## src/rtl/minisys_div_pkg.sv

```systemverilog
// rtl/minisys_div_pkg.sv - shared widths, state encoding and sign helper for the EX-stage divider
package minisys_div_pkg;

    localparam int DIV_WIDTH = 32;
    localparam int DIV_CNT_W = 6;

    localparam logic [DIV_WIDTH-1:0] DIV_ZERO_QUOT = 32'hFFFF_FFFF;

    typedef enum logic [1:0] {
        IDLE = 2'd0,
        CALC = 2'd1,
        FIX  = 2'd2
    } div_state_t;

    function automatic logic [DIV_WIDTH-1:0] neg_if(
        input logic [DIV_WIDTH-1:0] x,
        input logic                 c
    );
        return c ? (~x + 1'b1) : x;
    endfunction

endpackage

```

## src/rtl/div_restoring_step.sv

```systemverilog
// rtl/div_restoring_step.sv - one restoring-division iteration on {rem, quo} against the divisor magnitude
module div_restoring_step
    import minisys_div_pkg::*;
(
    input  logic [DIV_WIDTH-1:0] rem_in,
    input  logic [DIV_WIDTH-1:0] quo_in,
    input  logic [DIV_WIDTH-1:0] dvsr,
    output logic [DIV_WIDTH-1:0] rem_out,
    output logic [DIV_WIDTH-1:0] quo_out
);

    logic [DIV_WIDTH:0]   rem_sh;
    logic [DIV_WIDTH-1:0] diff;
    logic                 take;

    // rem < dvsr on entry, so the shifted value needs one extra bit but the difference never does
    assign rem_sh  = {rem_in, quo_in[DIV_WIDTH-1]};
    assign take    = (rem_sh >= {1'b0, dvsr});
    assign diff    = rem_sh[DIV_WIDTH-1:0] - dvsr;
    assign rem_out = take ? diff : rem_sh[DIV_WIDTH-1:0];
    assign quo_out = {quo_in[DIV_WIDTH-2:0], take};

endmodule

```

## src/rtl/ex_divider.sv

```systemverilog
// rtl/ex_divider.sv - iterative div/divu unit for the EX stage; optional DIV_ZERO_FASTPATH_EN
module ex_divider
    import minisys_div_pkg::*;
(
    input  logic                 clock,
    input  logic                 reset,
    input  logic                 flush,
    input  logic                 start,
    input  logic                 sign,
    input  logic [DIV_WIDTH-1:0] dividend,
    input  logic [DIV_WIDTH-1:0] divisor,
    output logic                 busy,
    output logic                 done,
    output logic [DIV_WIDTH-1:0] quotient,
    output logic [DIV_WIDTH-1:0] remainder,
    output logic                 Divide_zero
);

    localparam logic [DIV_CNT_W-1:0] LAST_ITER = DIV_CNT_W'(DIV_WIDTH - 1);

    div_state_t           state;
    div_state_t           state_next;
    logic [DIV_CNT_W-1:0] cnt;
    logic [DIV_WIDTH-1:0] rem;
    logic [DIV_WIDTH-1:0] quo;
    logic [DIV_WIDTH-1:0] dvsr_mag;
    logic [DIV_WIDTH-1:0] rem_step;
    logic [DIV_WIDTH-1:0] quo_step;
    logic                 neg_dd;
    logic                 neg_dv;
    logic                 zero_q;
    logic                 zero_in;
    logic                 done_q;

    assign zero_in = (divisor == '0);
    assign busy    = start | (state != IDLE);
    assign done    = done_q;

    div_restoring_step u_step (
        .rem_in  (rem),
        .quo_in  (quo),
        .dvsr    (dvsr_mag),
        .rem_out (rem_step),
        .quo_out (quo_step)
    );

    always_ff @(posedge clock) begin
        if (reset) begin
            state <= IDLE;
        end else begin
            state <= state_next;
        end
    end

    always_comb begin
        state_next = state;
        case (state)
            IDLE: begin
                if (start) begin
`ifdef DIV_ZERO_FASTPATH_EN
                    state_next = zero_in ? IDLE : CALC;
`else
                    state_next = CALC;
`endif
                end
            end
            CALC: begin
                if (cnt == LAST_ITER) begin
                    state_next = FIX;
                end
            end
            FIX:     state_next = IDLE;
            default: state_next = IDLE;
        endcase
        if (flush) begin
            state_next = IDLE;
        end
    end

    always_ff @(posedge clock) begin
        if (reset) begin
            quotient    <= '0;
            remainder   <= '0;
            Divide_zero <= 1'b0;
            done_q      <= 1'b0;
            cnt         <= '0;
            rem         <= '0;
            quo         <= '0;
            dvsr_mag    <= '0;
            neg_dd      <= 1'b0;
            neg_dv      <= 1'b0;
            zero_q      <= 1'b0;
        end else begin
            done_q <= 1'b0;
            if (!flush) begin
                case (state)
                    IDLE: begin
                        if (start) begin
                            quo      <= neg_if(dividend, sign & dividend[DIV_WIDTH-1]);
                            dvsr_mag <= neg_if(divisor, sign & divisor[DIV_WIDTH-1]);
                            neg_dd   <= sign & dividend[DIV_WIDTH-1];
                            neg_dv   <= sign & divisor[DIV_WIDTH-1];
                            zero_q   <= zero_in;
                            rem      <= '0;
                            cnt      <= '0;
`ifdef DIV_ZERO_FASTPATH_EN
                            if (zero_in) begin
                                quotient    <= DIV_ZERO_QUOT;
                                remainder   <= dividend;
                                Divide_zero <= 1'b1;
                                done_q      <= 1'b1;
                            end
`endif
                        end
                    end
                    CALC: begin
                        rem <= rem_step;
                        quo <= quo_step;
                        cnt <= cnt + 1'b1;
                    end
                    FIX: begin
                        // with a zero divisor rem ends as |dividend|, so the normal fix-up restores the raw dividend
                        quotient    <= zero_q ? DIV_ZERO_QUOT : neg_if(quo, neg_dd ^ neg_dv);
                        remainder   <= neg_if(rem, neg_dd);
                        Divide_zero <= zero_q;
                        done_q      <= 1'b1;
                    end
                    default: ;
                endcase
            end
        end
    end

endmodule

```

## config.mk

```make
export PLATFORM = sky130hd
export DESIGN_NAME = ex_divider
export DESIGN_NICKNAME = d
export VERILOG_FILES = /design/src/rtl/minisys_div_pkg.sv /design/src/rtl/div_restoring_step.sv /design/src/rtl/ex_divider.sv
export SDC_FILE = /design/constraint.sdc
export NUM_CORES = 1
export LEC_CHECK = 0
export CELL_PAD_IN_SITES_DETAIL_PLACEMENT = 1
export CELL_PAD_IN_SITES_GLOBAL_PLACEMENT = 1
export CORE_ASPECT_RATIO = 0.5
export CORE_UTILIZATION = 38
export DETAILED_ROUTE_END_ITERATION = 7
export PLACE_DENSITY_LB_ADDON = 0.15
export RECOVER_POWER = 25
export SETUP_SLACK_MARGIN = 0.02
export SLEW_MARGIN = 20
export SYNTH_ARGS = -nofsm -noshare
export SYNTH_HDL_FRONTEND = slang
export SYNTH_SLANG_ARGS = --single-unit
```

## constraint.sdc

```tcl
create_clock -name clock -period 3.1 [get_ports clock]
set_input_delay 0.31 -clock clock [delete_from_list [all_inputs] [get_ports clock]]
set_output_delay 0.31 -clock clock [all_outputs]
set_load 0.05 [all_outputs]
```

; Word level (Yosys, flattened, before mapping)
; Index checks and enable logic that the tools add are counted.
[totals]
register_bits = 173
input_bits = 69
output_inout_bits = 67
word_cells = 58
[op_classes]
n_addsub = 6
n_lt_le_gt_ge = 1
eq_ne = 5
mux = 16
bitwise = 9
reduce_logical = 9
[ops]
columns = operator, count
row1 = $mux W32, 8
row2 = $add A32 B1 Y32 const B, 4
row3 = $not A32 Y32, 4
row4 = $pmux W32 S2, 2
row5 = $ge A33 B32 Y1, 1
row6 = $logic_not A32 Y1, 1
row7 = $sub A32 B32 Y32, 1
row8 = $pmux W6 S2, 1
row9 = $add A6 B1 Y6 const B, 1
row10 = $eq A6 B5 Y1 const B, 1
row11 = $mux W6, 1
row12 = $reduce_and A3 Y1, 2
row13 = $mux W2, 2
row14 = $ne A2 B2 Y1 const B, 2
row15 = $pmux W2 S2, 1
row16 = $reduce_and A2 Y1, 2
row17 = $reduce_bool A2 Y1, 2
row18 = $and A1 B1 Y1, 2
row19 = $eq A2 B1 Y1 const B, 1
row20 = $eq A2 B2 Y1 const B, 1
row21 = $logic_not A2 Y1, 1
row22 = $reduce_or A2 Y1, 1
row23 = $mux W1, 1
row24 = $not A1 Y1, 1
row25 = other kinds (2), 2

; Logic depth before layout (Yosys ltp)
; Gate-level depths: netlist of run 1.
[logic_depth]
word_depth = 5
ltp_mapped = 13
depth_no_buf = 13

; Modules after synthesis
; From an unflattened synthesis of run 1, not the netlist that was laid out.
[unflattened]
hier_cells = 1559
area_unflattened_um2 = 11985.2
[modules_own_cells]
columns = mod, instances, cells_each, area_each_um2
row1 = ex_divider, 1, 1179, 9445.3
row2 = div_restoring_step, 1, 380, 2539.9

; Worst setup path before layout of run 1
; OpenSTA, ideal clock, no wires.
[synth_timing]
path_type = register to register
startpoint = register rem[14]
endpoint = register rem[20]
setup_time_ps = 124
arrival_time_ps = 3080
t_required_ps = 2976
setup_slack_ps = -103
stages_incl_launch_ff = 13
path_buffers = 3
period_less_slack_ps = 3203
cell_sequence = dfxtp_1 ha_1 clkbuf_1 nand4_1 or4_1 o31ai_1 a21oi_1 nor2b_1 a311oi_1 buf_2 buf_2 a2bb2oi_1 o21ai_0
[synth_via]
elab_chain_cells = 3
word_cells_on_any_way = 4
classes_between = 1 x add/sub / 1 x order compare / 2 x mux
[synth_rtl]
columns = element, line
row1 = from (decl), ex_divider.sv:24  ; logic [DIV_WIDTH-1:0] rem;
row2 = from (signal assigned), ex_divider.sv:117  ; rem <= rem_step;
row3 = $sub A32 B32 Y32 / $ge A33 B32 Y1 (equally long branches), "div_restoring_step.sv:19, div_restoring_step.sv:18"
row4 = $mux W32 *, div_restoring_step.sv:20  ; assign rem_out = take ? diff : rem_sh[DIV_WIDTH-1:0];
row5 = $pmux W32 S2 *, ex_divider.sv:96  ; case (state)
; Mark *: on every way between the ends. The rest lies on a longest branch, timed or not.
; A chain may end at the register's enable or synchronous reset.

; Worst setup path in the final report of run 1
[layout_timing]
startpoint = register rem[14]
endpoint = register remainder[31]
[layout_via]
elab_chain_cells = 3
[layout_rtl]
columns = element, line
row1 = $not A32 Y32, minisys_div_pkg.sv:19  ; return c ? (~x + 1'b1) : x;
row2 = $add A32 B1 Y32, minisys_div_pkg.sv:19
row3 = $mux W32, minisys_div_pkg.sv:19
row4 = to (signal assigned), ex_divider.sv:124  ; remainder <= neg_if(rem, neg_dd);
row5 = to (decl), ex_divider.sv:15  ; output logic [DIV_WIDTH-1:0] remainder,
; Every way passes these cells.

==> results.yml, run 1 <==
timing:
  clock_skew_ns: 0.0102
  relSlewSlack: 0.0306
  fin_crit_ns: 3.13
  rsz0062_at_grt: "yes"
  slew_viol_final: 0
  setup_ws_ns: -0.0296
  fin_tns_setup_ns: -0.0431
  worst_pin_slew_ns: 1.45
  report.final.setup_viol: 2
  hold_violations: 0
  period_share: 1.01
  max_freq_mhz: 320
worst_setup_path:
  startpoint_type: "register"
  critPathCaptureType: "register"
  worstPathMaxFanout: 4
  reg2reg_depth: 8
  rrSetupSlack_ns: -0.03
  worstPathRequired_ns: 3.39
  endpoint: "remainder[31]"
  r2r_end: "remainder[31]"
  rr_startpoint: "rem[14]"
  arrival_ns: 3.42
  setup.worst_path.class: "reg -> reg"
  cp-startpoint: "rem[14]"
logic_synthesis:
  synthesis.area_mm2: 0.0105
  synth.distinct_cells: 55
  async_flop_share: 0
  synth_seq_cells: 173
  synthXorXnorAreaFrac: 0.124
  ys.flop_type: "dfxtp_1"
  synthSimpleGateAreaFrac: 0.187
  syn_area_per_cell_um2: 7.90
  synth_warnings: 0
  synth_fa_ha_area_frac: 0.0458
  synthCells: 1334
  synth_mux_area_frac: 0.0201
  synth_top_family_by_area: "compound AO/OA/AOI/OAI gates"
  synth_edf_count: 0
  syn-num-nets: 1441
  synth_compound_area_frac: 0.242
  yosysSeqAreaShare: 0.329
finish:
  n_antenna_cell: 0
  drive_above_1_share: 0.141
  layout_common_cells: "nor2_1 (187), dfxtp_1 (166), buf_4 (137)"
  syn_to_final_growth_pct: 32.3
  fin_nets: 1665
  fillCellCount: 3260
  multi_input_area_mm2: 0.00675
  regArea_mm2: 0.00347
  layout_commonest_cell: "nor2_1"
routing:
  first_pass_iters: 7
  wl_per_cell_um: 18.2
  antenna_left: 0
  via_per_inst: 5.45
  drc_errors: 0
  drt_iter0_drc: 500
  drt_wl_total_um: 35400
  vias: 10600
clock_network:
  clock_latency_ns: 0.45
  cts_made_buffers: 17
  h-tree-depth: 4
  clk_pin_slew_ns: 0.07
  clkSinkCount: 173
  cts_hold_buf: 0
  clock_path_buffers: 2
  cts_tree: "yes"
  root_buffer: "clkbuf_16"
outcome:
  outcome: "finished with violations"
  violations: "setup timing"
run:
  cap_violations: 0
die:
  dieArea_mm2: 0.0285
  die_w_um: 238
  rows: 42
  coreArea_mm2: 0.0269
  initial_core_util: 0.393
  die_y_um: 120
  io_pins: 136
grt:
  antenna_found_initial: 0
  grt_pass1_wl_um: 56900
  track_usage: 0.252
  grt_overflow: 0
  grt_max_degree: 95
  grt_pass1_vias: 11000
pwr:
  leakagePower_nw: 5.32
  power_density_mw_per_mm2: 404
  max-vdd-ir-drop_uv: 416
hold_path:
  holdCritPathClass: "in -> reg"
placement:
  preCtsSetupSlack_ns: -0.441
  dpl.hpwl_um: 27400
  portBuffers: 135
  gp_routability_congestion: 0.878
## metal layers
layer / global-route usage / up-vias / share of wire
met5: 0 / - / 0
met4: 0.0657 / 0 / 0.012
met3: 0.0384 / 29 / 0.023
met2: 0.453 / 113 / 0.50
met1: 0.314 / 5240 / 0.46
li1: - / 5216 / -
## synth_stat cells, types with 2 or more instances
cell type	count	share of area
a2bb2oi_1	6	0.0050
xnor2_1	57	0.047
a222oi_1	11	0.010
a22o_1	3	0.0025
or2_2	3	0.0018
clkbuf_1	66	0.024
or3_1	14	0.0083
nand3_1	11	0.0052
a31oi_1	6	0.0036
clkbuf_8	4	0.0052
buf_6	2	0.0021
o211ai_1	3	0.0021
ha_1	37	0.044
o41ai_1	11	0.0091
o31ai_1	25	0.018
xor2_1	92	0.076
nand2b_1	6	0.0036
nor4_1	12	0.0071
nand4_1	11	0.0065
and3_1	3	0.0018
nor2b_1	3	0.0018
a21o_1	15	0.011
o21bai_1	9	0.0064
nand2_1	117	0.042
o21ai_0	94	0.045
nand3b_1	6	0.0043
nor2_1	189	0.067
a311oi_1	14	0.012
dfxtp_1	173	0.33
or4_1	14	0.010
nor4b_1	3	0.0025
or4_4	2	0.0021
buf_2	4	0.0019
mux2i_1	20	0.019
a21oi_1	82	0.039
a211oi_1	100	0.071
a21boi_0	3	0.0021
inv_1	56	0.020
nor3_1	26	0.012
and2_1	6	0.0036
## through the flow
step	instances	total power [mW]	hold WS (ns)	utilization	cell area [µm²]
finish	1945	5.63	0.400	0.519	13900
global route	1945	5.87	0.407	0.519	13900
CTS	1943	5.65	0.388	0.513	13800
detailed placement	1907	3.50	0.446	0.489	13100
global placement	1907	3.48	0.448	0.489	13100
floorplan	1334	3.02	0.432	-	10600
## power breakdown
group	leakage, nW	total (mW)	switching, mW	internal (mW)
sequential	1.41	2.35	0.0670	2.28
clock	0.273	2.14	1.01	1.14
combinational	3.64	1.14	0.633	0.509
total	5.32	5.63	1.71	3.93
## cell families (layout without fill, tap and decap cells)
| family | after synthesis | in the layout |
|---|---|---|
| AO/OA/AOI/OAI | 388 | 388 |
| XOR/XNOR | 149 | 149 |
| buffers and inverters | 132 | 369 |
| AND/OR/NAND/NOR | 433 | 433 |
| multiplexers | 21 | 21 |
| adder cells (fa/ha/maj) | 38 | 38 |
| flip-flops | 173 | 173 |
## state kept, by name, indices dropped and copies added (netlist names), 2 cells and up
register	count
cnt	6
dvsr_mag	32
quo	32
quotient	32
rem	32
remainder	32
state	2
## worst min path at each step
stage,startpoint,endpoint,cells past startpoint
final,reset,state[1],4
after detailed placement,dvsr_mag[22],dvsr_mag[22],2
after global placement,dvsr_mag[22],dvsr_mag[22],2
after CTS,reset,state[1],4
after global routing,reset,state[1],4
after floorplan,dvsr_mag[22],dvsr_mag[22],2
## worst max-delay path, stage by stage, from the launching register on
cell	delay [ns]
dfxtp_4	0.37
or4_4	0.55
or4_4	0.43
or2_1	0.24
or3_4	0.38
or4_4	0.48
o31ai_4	0.24
xor2_1	0.19
a211oi_1	0.09
## final cells by class
class,count,share of cell area
sequential,173,0.249
multi-input combinational,1029,0.484
inverter,56,0.0151
tap,374,0.0336
clock buffer,20,0.0320
timing repair buffer,281,0.178
clock inverter,12,0.00798
## what timing repair did
| item | CTS | global route |
|---|---|---|
| gates cloned | 0 | 1 |
| gates resized for setup | 12 | 40 |
| setup buffers | 4 | 1 |
| endpoints found under the hold margin | 0 | 0 |
| pin swaps | 11 | 12 |
| endpoints found under the setup margin | 36 | 41 |
(Power assumes the default switching activity.)
==> run 2, diff against run 1 <==
--- a/config.mk
+++ b/config.mk
@@ -8,6 +8,7 @@
 export CELL_PAD_IN_SITES_DETAIL_PLACEMENT = 1
 export CELL_PAD_IN_SITES_GLOBAL_PLACEMENT = 1
 export CORE_ASPECT_RATIO = 0.5
+export CORE_MARGIN = 1
 export CORE_UTILIZATION = 38
 export DETAILED_ROUTE_END_ITERATION = 7
 export PLACE_DENSITY_LB_ADDON = 0.15
==> results of run 2 <==
Final layout, timing and power as in run 1 (identical DEF).
==> run 3, diff against run 2 <==
--- a/config.mk
+++ b/config.mk
@@ -17,4 +17,5 @@
 export SLEW_MARGIN = 20
 export SYNTH_ARGS = -nofsm -noshare
 export SYNTH_HDL_FRONTEND = slang
+export SYNTH_HIERARCHICAL = 1
 export SYNTH_SLANG_ARGS = --single-unit
==> results.yml, run 3 <==
logic_synthesis:
  synthCells: 1559
  synth_warnings: 6
  synth_area_leaders: "dfxtp_1 (29%), nor2_1 (5.9%), a211oi_1 (5.4%)"
  synth.top_cell.area_share: 0.289
  syn_area_per_cell_um2: 7.69
  synth_most_common_cell: "nor2_1"
  synth_seq_cells: 173
  synth_edf_count: 0
  yosysSeqAreaShare: 0.289
  async_flop_share: 0
  syn-num-nets: 1666
  ys.flop_type: "dfxtp_1"
  synth.distinct_cells: 78
  synth.largest_area_cell: "dfxtp_1"
  synthesis.area_mm2: 0.0120
  yosys-top-cells-count: "nor2_1 (189), dfxtp_1 (173), a21oi_1 (126)"
timing:
  setup_ws_ns: 0.127
  rsz0062_at_grt: "yes"
  clock_skew_ns: 0.0141
  max_freq_mhz: 336
  report.final.setup_viol: 0
  slew_viol_final: 95
  relSlewSlack: -0.191
  fin_crit_ns: 2.97
  period_share: 0.959
  holdWs_ns: 0.460
  worst_pin_slew_ns: 1.79
  hold_violations: 0
clock_network:
  clock_path_buffers: 2
  clkSinkCount: 173
  clk_pin_slew_ns: 0.06
  h-tree-depth: 4
  root_buffer: "clkbuf_16"
  cts_made_buffers: 17
  cts_tree: "yes"
  cts_hold_buf: 0
  clock_latency_ns: 0.45
die:
  die_y_um: 128
  io_pins: 136
  initial_core_util: 0.391
  dieArea_mm2: 0.0323
  rows: 45
  die_w_um: 253
  coreArea_mm2: 0.0307
routing:
  first_pass_iters: 5
  antenna_left: 0
  drt_iter0_drc: 604
  via_per_inst: 5.74
  wl_per_cell_um: 19.6
  drt_wl_total_um: 41100
  drc_errors: 0
  vias: 12000
placement:
  gp_routability_congestion: 0.931
  place_area_mm2: 0.0139
  portBuffers: 135
  preCtsSetupSlack_ns: 0.0777
  dpl.hpwl_um: 30500
worst_setup_path:
  reg2reg_depth: 14
  r2r_end: "rem[11]"
  rr_startpoint: "dvsr_mag[10]"
  rrSetupSlack_ns: 0.13
  worstPathMaxFanout: 7
  slowest_stage: "ha_1"
  critPathCaptureType: "register"
  startpoint_type: "register"
  critPathMaxStageDelay_ns: 0.39
  arrival_ns: 3.30
  crit_chain: "inv_1, ha_1, nand3_2, nor2_2, buf_4, nand3_1, o31a_1, o21a_1, o41ai_4, buf_4, buf_6, mux2_2, nand3_1, a21oi_1"
  setup.worst_path.class: "reg -> reg"
  worstPathRequired_ns: 3.43
hold_path:
  hold_end: "Divide_zero"
  min_path_cells: 2
  holdCritPathClass: "reg -> reg"
  worstHoldStart: "Divide_zero"
grt:
  grt_pass1_wl_um: 64700
  met2_usage: 0.449
  grt_util_met3: 0.0336
  busiest_layer: "met2"
  grt_max_degree: 159
  grt_pass1_vias: 12000
  grtUsageMet1: 0.318
  grt_overflow: 0
  track_usage: 0.253
  antenna_found_initial: 0
finish:
  drive_above_1_share: 0.105
  fin_area_mm2: 0.0146
  multi_input_area_mm2: 0.00772
  n_antenna_cell: 0
  fillCellCount: 3718
  layout_common_cells: "nor2_1 (188), dfxtp_1 (172), a21oi_1 (123)"
  syn_to_final_growth_pct: 21.9
  layout_commonest_cell: "nor2_1"
  regArea_mm2: 0.00346
  fin_nets: 1762
pwr:
  leakagePower_nw: 5.42
  power_density_mw_per_mm2: 397
  max-vdd-ir-drop_uv: 438
outcome:
  outcome: "finished with violations"
  violations: "capacitance limit, slew limit"
run:
  cap_violations: 1
[run 3: cell count changes after synthesis, sizes merged, moves of 25 or more]
cell and delta:
a21oi +45, buf +56, nand3 +51, nor3 +25, o21ai -49, xor2 -29
[run 3: cell families after synthesis]
kind of cell               Yosys count  synth area share
AOI/OAI and AO/OA                  436             0.250
buffers and inverters              209            0.0791
and+or+nand+nor                    553             0.228
adders and majority gates           38            0.0403
xor gates and xnor gates           125            0.0913
muxes                               25            0.0221
DFF                                173             0.289
[run 3: how the worst max path moves through the flow]
stage	startpoint	to	slack, ns	depth (start not counted)
floorplan	quo[31]	rem[26]	0.29	13
global placement	quo[31]	rem[30]	0.10	14
detailed placement	quo[31]	rem[26]	0.08	14
CTS	quo[31]	rem[26]	0.03	14
global route	dvsr_mag[10]	rem[21]	-0.03	14
finish	dvsr_mag[10]	rem[11]	0.13	14
[run 3: layout make-up]
class	instances	area share
Clock buffer	20	0.0306
Tap cell	423	0.0362
Sequential cell	173	0.237
Clock inverter	12	0.00934
Inverter	61	0.0157
Multi-Input combinational cell	1177	0.528
Timing Repair Buffer	225	0.143
[run 3: through the flow]
step,TNS [ns],utilization,total power [mW],instances
after global routing,-0.136,0.476,6.07,2091
after global placement,0,0.452,3.56,2051
after detailed placement,0,0.452,3.59,2051
after CTS,0,0.471,5.80,2083
final,0,0.476,5.81,2091
after floorplan,0,-,3.17,1559
[run 3: timing repair]
item                       in CTS  in global routing
buffers inserted                0                  5
setup endpoints to repair       0                 31
gates resized for setup         0                 27
[run 3: worst max-delay path, delay by kind of cell (launching register included)]
kind,cells,cell delay (ns)
AO/OA/AOI/OAI,4,0.72
adder cells (fa/ha/maj),1,0.39
buffers and inverters,4,0.54
flip-flops,1,0.34
multiplexers,1,0.34
AND/OR/NAND/NOR,4,0.52
[run 3: per-layer routing]
layer,wire [µm],part of all wire
met5,0,0
met4,945,0.023
met3,863,0.021
met2,20500,0.50
met1,18800,0.46
[run 3: power by group]
| group | internal [mW] | switching [mW] | total (mW) |
|---|---|---|---|
| sequential | 2.28 | 0.0706 | 2.35 |
| clock | 1.22 | 0.986 | 2.20 |
| combinational | 0.505 | 0.744 | 1.25 |
